**config.mk**
```make
export PLATFORM = sky130hd
export DESIGN_NAME = piso_deb
export DESIGN_NICKNAME = d
export VERILOG_FILES = /design/src/rtl/npu_debug_pkg.sv /design/src/rtl/piso_deb_byte_shift_reg.sv /design/src/rtl/piso_deb.sv
export SDC_FILE = /design/constraint.sdc
export NUM_CORES = 1
export LEC_CHECK = 0
export ABC_CLOCK_PERIOD_IN_PS = 3200
export CORE_ASPECT_RATIO = 0.75
export CORE_MARGIN = 3
export CORE_UTILIZATION = 40
export DETAILED_ROUTE_END_ITERATION = 8
export HOLD_SLACK_MARGIN = 0.05
export PLACE_DENSITY = 0.7
export REMOVE_ABC_BUFFERS = 1
export SLEW_MARGIN = 0
export SYNTH_ARGS = -nofsm -noshare
export SYNTH_HDL_FRONTEND = slang
export SYNTH_HIERARCHICAL = 1
export SYNTH_SLANG_ARGS = --single-unit
```
**constraint.sdc**
```tcl
create_clock -name CLKEXT -period 3.2 [get_ports CLKEXT]
set_input_delay 0.64 -clock CLKEXT [delete_from_list [all_inputs] [get_ports CLKEXT]]
set_output_delay 0.64 -clock CLKEXT [all_outputs]
set_load 0.01 [all_outputs]
```
**src/rtl/npu_debug_pkg.sv**
```systemverilog
// npu_debug_pkg: shared widths and snapshot packing for the NPU debug serializer
package npu_debug_pkg;
    localparam int DEB_BYTE_W = 8;
    localparam int DEB_NUM_BYTES = 12;
    localparam int DEB_FRAME_W = DEB_BYTE_W * DEB_NUM_BYTES;
    function automatic logic [DEB_FRAME_W-1:0] pack_frame(
        input logic [15:0] ssfr,
        input logic [15:0] con_sig,
        input logic [15:0] mac2,
        input logic [15:0] mac1,
        input logic [7:0]  dd,
        input logic [7:0]  dc,
        input logic [7:0]  db,
        input logic [7:0]  da
    );
        return {ssfr, con_sig, mac2, mac1, dd, dc, db, da};
    endfunction
endpackage

```
**src/rtl/piso_deb_byte_shift_reg.sv**
```systemverilog
// byte_shift_reg: frame load/shift register emitting its top byte per shift into a registered output
module byte_shift_reg
    import npu_debug_pkg::*;
(
    input  logic                   clk,
    input  logic                   rst,
    input  logic                   clr,
    input  logic                   en,
    input  logic                   shift,
    input  logic [DEB_FRAME_W-1:0] load_data,
    output logic [DEB_BYTE_W-1:0]  d_out
);
    logic [DEB_FRAME_W-1:0] sr;
    always_ff @(posedge clk or posedge rst) begin
        if (rst) begin
            sr    <= '0;
            d_out <= '0;
        end else if (clr) begin
            sr    <= '0;
            d_out <= '0;
        end else if (en && !shift) begin
            sr <= load_data;
        end else if (en) begin
            d_out <= sr[DEB_FRAME_W-1 -: DEB_BYTE_W];
            sr    <= {sr[DEB_FRAME_W-DEB_BYTE_W-1:0], {DEB_BYTE_W{1'b0}}};
        end
    end
endmodule

```
**src/rtl/piso_deb.sv**
```systemverilog
// piso_deb: debug snapshot serializer, loads a 96-bit frame and streams it MSB byte first
module piso_deb
    import npu_debug_pkg::*;
(
    input  logic                  CLKEXT,
    input  logic                  RST_GLO,
    input  logic                  EN_PISO_DEB,
    input  logic                  CLR_PISO_DEB,
    input  logic                  SHIFT_DEB,
    input  logic [15:0]           SSFR,
    input  logic [15:0]           CON_SIG,
    input  logic [15:0]           MAC2,
    input  logic [15:0]           MAC1,
    input  logic [7:0]            DD,
    input  logic [7:0]            DC,
    input  logic [7:0]            DB,
    input  logic [7:0]            DA,
    output logic [DEB_BYTE_W-1:0] D_OUT
);
    byte_shift_reg u_sr (
        .clk      (CLKEXT),
        .rst      (RST_GLO),
        .clr      (CLR_PISO_DEB),
        .en       (EN_PISO_DEB),
        .shift    (SHIFT_DEB),
        .load_data(pack_frame(SSFR, CON_SIG, MAC2, MAC1, DD, DC, DB, DA)),
        .d_out    (D_OUT)
    );
endmodule

```
==> results of run 1 <==
-- cell usage in the layout (no fill, tap or decap) --
cell	count
dfrtp_1	104
nor2_1	88
clkinvlp_4	2
inv_4	1
mux2i_1	88
nand2b_1	8
clkinv_2	2
a211oi_1	88
buf_4	7
clkbuf_16	9
buf_6	2
clkdlybuf4s50_1	105
nand3_1	8
bufinv_16	1
a21oi_1	16
clkbuf_8	2
nand3b_1	8
buf_12	2
a21bo_2	8
-- power by group through the flow --
stage          logic (uW)  clock network [uW]  registers (uW)
6_report              441                1120            1440
5_1_grt               491                1210            1450
4_1_cts               448                1160            1440
3_5_place_dp          446                   0            1460
3_3_place_gp          436                   0            1460
2_1_floorplan         186                   0            1450
-- area by class of cell --
class | instances | area (um2) | share of cell area
inverter | 1 | 6.26 | 0.000967
multi-input combinational | 312 | 2180 | 0.337
sequential | 104 | 2600 | 0.402
clock inverter | 5 | 55.1 | 0.00851
clock buffer | 11 | 253 | 0.0391
timing repair buffer | 116 | 1170 | 0.180
tap | 162 | 203 | 0.0313
-- metal layers --
layer / GRT usage / vias up / part of all wire
met5: 0 / - / 0
met1: 0.231 / 1700 / 0.49
met3: 0.0518 / 6 / 0.063
met4: 0.0345 / 0 / 0.0034
met2: 0.213 / 86 / 0.44
li1: - / 1857 / -
-- worst min-delay path, stage by stage (launching register included) --
cell and delay (ns):
dfrtp_1 0.38, nand3_1 0.07, a21oi_1 0.05
-- metrics by stage --
stage          instance area [um2]  cells  TNS, ns  hold WS (ns)  power [uW]
2_1_floorplan                 4790    417   -17.91         0.503        1640
3_3_place_gp                  6160    695        0         0.516        1900
3_5_place_dp                  6160    695        0         0.528        1910
4_1_cts                       6470    711        0         0.538        3040
5_1_grt                       6470    711        0         0.563        3150
6_report                      6470    711        0         0.535        3000
-- sequential cells by signal (all words and copies together) (netlist names) --
register,cells
u_sr/sr,96
u_sr/d_out,8
-- path summary, 6_finish.rpt --
check,from,endpoint,slack (ns),depth (start not counted)
setup / recovery,u_sr/d_out[5],D_OUT[5],1.32,1
hold / removal,u_sr/sr[94],u_sr/d_out[6],0.53,2
setup reg to reg,u_sr/sr[5],u_sr/sr[13],2.39,2
hold reg to reg,u_sr/sr[94],u_sr/d_out[6],0.53,2
max in group asynchronous,RST_GLO,u_sr/d_out[6],1.69,3
min in group asynchronous,RST_GLO,u_sr/sr[41],0.76,2
-- logic make-up (layout without fill, tap and decap cells) --
family | count (synthesis) | count (layout) | synth area share
simple gates | 112 | 112 | 0.0947
buf+inv | 49 | 133 | 0.0572
mux | 88 | 88 | 0.174
flops | 104 | 104 | 0.513
compound gates | 112 | 112 | 0.162
==> impl_metrics.env, run 1 <==
export IMPL_synth_edf_count=0
export IMPL_cts_tree="yes"
export IMPL_cp_required_ns=2.56
export IMPL_cts_buffer_depth=2
export IMPL_critPathKind="flip-flop to output port"
export IMPL_clock_sinks=104
export IMPL_fin_crit_ns=1.88
export IMPL_clk_insertion_delay_late_ns=0.34
export IMPL_crit_path_start_kind="flip-flop"
export IMPL_gp_congestion=0.740
export IMPL_routed_wirelength_mm=10.6
export IMPL_layout_drive_gt1_share=0.0656
export IMPL_die_w_um=136
export IMPL_yosysSeqAreaShare=0.513
export IMPL_portBuffers=108
export IMPL_powerDensity_nw_per_um2=464
export IMPL_area_delta_synth_final_pct=27.4
export IMPL_io_pin_count=109
export IMPL_endpoint_kind="output port"
export IMPL_seq_power_share=0.480
export IMPL_start_util=0.423
export IMPL_fp_dieH_um=104
export IMPL_synth_top_area_cell="dfrtp_1"
export IMPL_vias=3649
export IMPL_p_sw_uw=722
export IMPL_vias_per_cell=5.13
export IMPL_outcome="completed"
export IMPL_ys_dominant_reg_cell="dfrtp_1"
export IMPL_cts_repair_resized=0
export IMPL_finalNetCount=645
export IMPL_setup_violations_final=0
export IMPL_p_int_uw=2280
export IMPL_hold_class="flip-flop to flip-flop"
export IMPL_path_buf_inv=1
export IMPL_cp_slowest_cell="clkdlybuf4s50_1"
export IMPL_numCtsBuffers=9
export IMPL_clockPowerShare=0.373
export IMPL_row_count=34
export IMPL_ys_ff_latch=104
export IMPL_tightest_slew_ns=1.11
export IMPL_cts_hold_buf=0
export IMPL_post_route_util=0.539
export IMPL_yosysTopAreaCellShare=0.513
export IMPL_hold_viol=0
export IMPL_max_stage_delay_ns=0.54
export IMPL_clk_pin_slew_ns=0.07
export IMPL_finalCritPeriodShare=0.587
export IMPL_maxSlewViolCount=0
export IMPL_wl_per_cell_um=14.9
export IMPL_synth_area_um2=5070
export IMPL_n_antenna_cell=0
export IMPL_avgSynthCellArea_um2=10.9
export IMPL_core_um2=12000
export IMPL_synth_area_leaders="dfrtp_1, mux2i_1, a211oi_1, nor2_1, buf_8"
export IMPL_ant_nets=0
export IMPL_path_max_fanout=2
export IMPL_overflow=0
export IMPL_drtIter0Drc=201
export IMPL_post_cts_buffers=0
export IMPL_htree_levels=3
export IMPL_crit_chain="clkdlybuf4s50_1"
export IMPL_yosysWarnings=6
export IMPL_syn_inst=465
export IMPL_ir_worst_vdd_v=0.000252
export IMPL_grt_pass1_wl_mm=17.7
export IMPL_synth_most_common_cell="dfrtp_1"
export IMPL_finClkSkew_ns=0.00604
export IMPL_synth_common_cells="dfrtp_1, a211oi_1, mux2i_1, nor2_1, clkbuf_1"
export IMPL_drc=0
export IMPL_drt_pass1_iter_count=4
export IMPL_hpwlAfterDp_mm=6.66
export IMPL_grt_setup_unrepaired="false"
export IMPL_comb_power_share=0.147
export IMPL_setup_ws_ns=1.32
export IMPL_async_flop_share=1.00
export IMPL_critPathTopFamily="buffers and inverters"
export IMPL_cp_arrival_ns=1.24
export IMPL_p_sw_frac=0.241
export IMPL_leakage_uw=0.00286
export IMPL_dp_slack_ns=1.18
export IMPL_root_buffer="clkbuf_16"
export IMPL_grt_usage=0.153
export IMPL_die_area_um2=14100
export IMPL_fmax_mhz=532
export IMPL_fillers=1079
export IMPL_grt_pass1_vias=3522
export IMPL_antenna_found_initial=0
export IMPL_maxCapViolCount=0
export IMPL_grt_max_degree=105
export IMPL_max_slew_margin=0.261
export IMPL_yosys_cell_types_count=16
Power figures use the tool's default switching activity.
==> run 2, diff against run 1 <==
ABC_CLOCK_PERIOD_IN_PS = 1800   (was 3200)
PLACE_DENSITY = 0.67   (was 0.7)
clock period = 1.8 ns   (was 3.2 ns; I/O delays follow)
==> impl_metrics.env, run 2 (synthesis gave the netlist of run 1 again) <==
export IMPL_maxCapViolCount=0
export IMPL_seq_power_share=0.485
export IMPL_vias=3665
export IMPL_portBuffers=108
export IMPL_fp_dieH_um=104
export IMPL_finClkSkew_ns=0.00483
export IMPL_p_sw_frac=0.242
export IMPL_mostFrequentLayoutCells="clkdlybuf4s50_1, dfrtp_1, mux2i_1, nor2_1, a211oi_1"
export IMPL_critPathTopFamily="buffers and inverters"
export IMPL_drc=0
export IMPL_crit_path_start_kind="flip-flop"
export IMPL_row_count=34
export IMPL_cts_buffer_depth=2
export IMPL_drtIter0Drc=199
export IMPL_layout_drive_gt1_share=0.0722
export IMPL_cts_repair_resized=0
export IMPL_regMostFlops="u_sr/sr"
export IMPL_cp_required_ns=1.44
export IMPL_fmax_mhz=636
export IMPL_core_um2=12000
export IMPL_outcome="completed"
export IMPL_finalCritPeriodShare=0.873
export IMPL_path_buf_inv=1
export IMPL_clockPowerShare=0.357
export IMPL_clock_sinks=104
export IMPL_setup_violations_final=0
export IMPL_ir_worst_vdd_v=0.000480
export IMPL_clk_insertion_delay_late_ns=0.34
export IMPL_hpwlAfterDp_mm=7.45
export IMPL_finalNetCount=652
export IMPL_gp_congestion=0.770
export IMPL_grt_max_degree=52
export IMPL_dp_cells=702
export IMPL_ant_nets=0
export IMPL_cp_arrival_ns=1.21
export IMPL_post_cts_buffers=0
export IMPL_tightest_slew_ns=0.407
export IMPL_antenna_found_initial=0
export IMPL_root_buffer="clkbuf_16"
export IMPL_grt_setup_unrepaired="false"
export IMPL_area_delta_synth_final_pct=30.3
export IMPL_path_max_fanout=2
export IMPL_clk_pin_slew_ns=0.07
export IMPL_final_common_cell="clkdlybuf4s50_1"
export IMPL_largest_registers="u_sr/sr (96), u_sr/d_out (8)"
export IMPL_fin_tns_setup_ns=0
export IMPL_comb_power_share=0.158
export IMPL_powerDensity_nw_per_um2=797
export IMPL_max_stage_delay_ns=0.53
export IMPL_p_total_uw=5270
export IMPL_grt_pass1_vias=3598
export IMPL_die_w_um=136
export IMPL_critPathKind="flip-flop to output port"
export IMPL_routed_wirelength_mm=11.0
export IMPL_grt_usage=0.159
export IMPL_p_sw_uw=1280
export IMPL_maxSlewViolCount=0
export IMPL_crit_chain="clkdlybuf4s50_1"
export IMPL_cts_tree="yes"
export IMPL_largest_reg_flops=96
export IMPL_leakage_uw=0.00293
export IMPL_hold_class="input port to asynchronous set/reset pin"
export IMPL_io_pin_count=109
export IMPL_stdcell_count=716
export IMPL_die_area_um2=14100
export IMPL_fin_crit_ns=1.57
export IMPL_htree_levels=3
export IMPL_drt_pass1_iter_count=4
export IMPL_numCtsBuffers=9
export IMPL_grt_pass1_wl_mm=18.2
export IMPL_hold_viol=0
export IMPL_overflow=0
export IMPL_endpoint_kind="output port"
export IMPL_n_antenna_cell=0
export IMPL_wl_per_cell_um=15.4
export IMPL_start_util=0.423
export IMPL_cp_slowest_cell="clkdlybuf4s50_1"
export IMPL_fin_hold_ws_ns=0.313
export IMPL_vias_per_cell=5.12
export IMPL_p_int_uw=3990
export IMPL_max_slew_margin=0.729
export IMPL_cts_hold_buf=0
export IMPL_fillers=1084
## run 2: routing by layer
| layer | global-route usage | share of wire | up-vias |
|---|---|---|---|
| met5 | 0 | 0 | - |
| met4 | 0.0216 | 0.0050 | 0 |
| met3 | 0.0591 | 0.073 | 6 |
| met2 | 0.223 | 0.42 | 93 |
| met1 | 0.239 | 0.50 | 1705 |
| li1 | - | - | 1861 |
## run 2: worst reg2reg max path: stages, from the launching register on
cell and delay, ns:
dfrtp_1 0.34, a21bo_2 0.22, a21oi_1 0.15
## run 2: worst paths after layout
path	from	to	slack, ns	cells past startpoint
max	u_sr/d_out[3]	D_OUT[3]	0.23	1
min reg2reg	u_sr/sr[88]	u_sr/d_out[0]	0.54	2
max reg2reg	u_sr/d_out[5]	u_sr/d_out[5]	1.02	2
min in group CLKEXT	EN_PISO_DEB	u_sr/sr[5]	0.44	3
min	RST_GLO	u_sr/d_out[4]	0.31	2
max in group asynchronous	RST_GLO	u_sr/sr[17]	0.94	3
## run 2: power by group through the flow
stage	clock network [uW]	logic, uW	registers, uW
after global routing	2030	922	2580
after detailed placement	0	839	2600
after floorplan	0	331	2590
after CTS	1940	843	2560
after global placement	0	821	2590
final	1880	832	2560
## run 2: layout make-up
cell class | instances | area, um2 | share of cell area
flip-flops and latches | 104 | 2600 | 0.393
multi-input cells | 312 | 2180 | 0.330
repair buffers | 123 | 1340 | 0.203
clock buffers | 10 | 229 | 0.0346
well taps | 162 | 203 | 0.0306
clock inverters | 4 | 47.5 | 0.00719
inverters | 1 | 6.26 | 0.000946
## run 2: per-stage QoR
step,instance area (um2),setup slack [ns],utilization
2_1_floorplan,4790,-1.29,-
3_3_place_gp,6340,0.433,0.528
3_5_place_dp,6340,0.396,0.528
4_1_cts,6610,0.210,0.551
5_1_grt,6610,0.173,0.551
6_report,6610,0.228,0.551
==> run 3, diff against run 2 <==
ABC_CLOCK_PERIOD_IN_PS = 1700   (was 1800)
clock period = 1.7 ns   (was 1.8 ns; I/O delays follow)
==> impl_metrics.env, run 3 (synthesis gave the netlist of run 1 again) <==
export IMPL_outcome="completed"
export IMPL_cp_slowest_cell="clkdlybuf4s50_1"
export IMPL_maxCapViolCount=0
export IMPL_clock_sinks=104
export IMPL_powerDensity_nw_per_um2=829
export IMPL_grt_pass1_vias=3617
export IMPL_critPathKind="flip-flop to output port"
export IMPL_hold_class="input port to asynchronous set/reset pin"
export IMPL_root_buffer="clkbuf_16"
export IMPL_cts_repair_resized=0
export IMPL_row_count=34
export IMPL_drt_pass1_iter_count=4
export IMPL_leakage_uw=0.00295
export IMPL_finalCritPeriodShare=0.915
export IMPL_ant_nets=0
export IMPL_clk_insertion_delay_late_ns=0.34
export IMPL_cp_startpoint="u_sr/d_out[6]"
export IMPL_layout_drive_gt1_share=0.0806
export IMPL_area_delta_synth_final_pct=30.6
export IMPL_endpoint_kind="output port"
export IMPL_routed_wirelength_mm=10.9
export IMPL_cp_arrival_ns=1.22
export IMPL_post_route_util=0.553
export IMPL_drc=0
export IMPL_grt_max_degree=38
export IMPL_cts_hold_buf=0
export IMPL_hold_viol=0
export IMPL_die_area_um2=14100
export IMPL_critPathTopFamily="buffers and inverters"
export IMPL_grt_setup_unrepaired="false"
export IMPL_numCtsBuffers=9
export IMPL_hpwlAfterDp_mm=7.49
export IMPL_finClkSkew_ns=0.00468
export IMPL_max_stage_delay_ns=0.53
export IMPL_htree_levels=3
export IMPL_fin_hold_ws_ns=0.305
export IMPL_final_common_cell="clkdlybuf4s50_1"
export IMPL_largest_registers="u_sr/sr (96), u_sr/d_out (8)"
export IMPL_maxSlewViolCount=0
export IMPL_rr_startpoint="u_sr/sr[51]"
export IMPL_crit_chain="clkdlybuf4s50_1"
export IMPL_post_cts_buffers=0
export IMPL_vias_per_cell=5.14
export IMPL_n_antenna_cell=0
export IMPL_path_max_fanout=2
export IMPL_io_pin_count=109
export IMPL_fin_crit_ns=1.56
export IMPL_crit_path_start_kind="flip-flop"
export IMPL_wl_per_cell_um=15.2
export IMPL_overflow=0
export IMPL_cp_required_ns=1.36
export IMPL_setup_violations_final=0
export IMPL_max_slew_margin=0.786
export IMPL_tightest_slew_ns=0.321
export IMPL_ir_worst_vdd_v=0.000489
export IMPL_gp_congestion=0.758
export IMPL_fp_dieH_um=104
export IMPL_mostFrequentLayoutCells="clkdlybuf4s50_1, dfrtp_1, mux2i_1, nor2_1, a211oi_1"
export IMPL_cts_buffer_depth=2
export IMPL_start_util=0.423
export IMPL_grt_pass1_wl_mm=18.1
export IMPL_grt_usage=0.158
export IMPL_stdcell_count=720
export IMPL_vias=3699
export IMPL_fmax_mhz=643
export IMPL_portBuffers=108
export IMPL_core_um2=12000
export IMPL_antenna_found_initial=0
export IMPL_die_w_um=136
export IMPL_drtIter0Drc=253
export IMPL_clk_pin_slew_ns=0.07
export IMPL_path_buf_inv=1
export IMPL_dp_cells=706
export IMPL_largest_reg_flops=96
export IMPL_finalNetCount=656
export IMPL_cts_tree="yes"
export IMPL_regMostFlops="u_sr/sr"
## run 3: cell types whose count changed in the layout (fill, tap and decap cells not counted), sizes merged
cell	previous run	this run
buf	18	22
bufinv	1	0
clkinv	2	3
## run 3: final cells by class
type	count	area, um2
well taps	162	203
flip-flops and latches	104	2600
inverters	1	6.26
fillers	1033	5370
repair buffers	127	1370
multi-input cells	312	2180
clock buffers	10	239
clock inverters	4	22.5
## run 3: final timing paths
kind / endpoint / depth (start not counted) / slack (ns)
max: D_OUT[6] / 1 / 0.14
min: u_sr/sr[77] / 2 / 0.31
max reg2reg: u_sr/sr[59] / 2 / 0.91
min reg2reg: u_sr/sr[3] / 2 / 0.54
max in group asynchronous: u_sr/sr[90] / 3 / 0.89
min in group CLKEXT: u_sr/sr[6] / 2 / 0.39
## run 3: power by group
group,internal [uW],switching [uW],total [uW]
Clock,1010,886,1900
Combinational,486,403,889
Sequential,2630,80.9,2710
Total,4120,1370,5490
## run 3: metrics by stage
| step | TNS (ns) | power [uW] | cell area (um2) | setup slack [ns] |
|---|---|---|---|---|
| finish | 0 | 5490 | 6630 | 0.145 |
| global route | 0 | 5740 | 6630 | 0.0927 |
| CTS | 0 | 5560 | 6630 | 0.120 |
| detailed placement | 0 | 3650 | 6370 | 0.363 |
| global placement | 0 | 3620 | 6370 | 0.407 |
| floorplan | -142.71 | 3090 | 4790 | -1.37 |
## run 3: routing by layer
layer	GRT usage	up-vias	routed length (um)
li1	-	1863	-
met1	0.243	1736	5590
met2	0.219	93	4620
met3	0.0528	7	667
met4	0.0302	0	70
met5	0	-	0
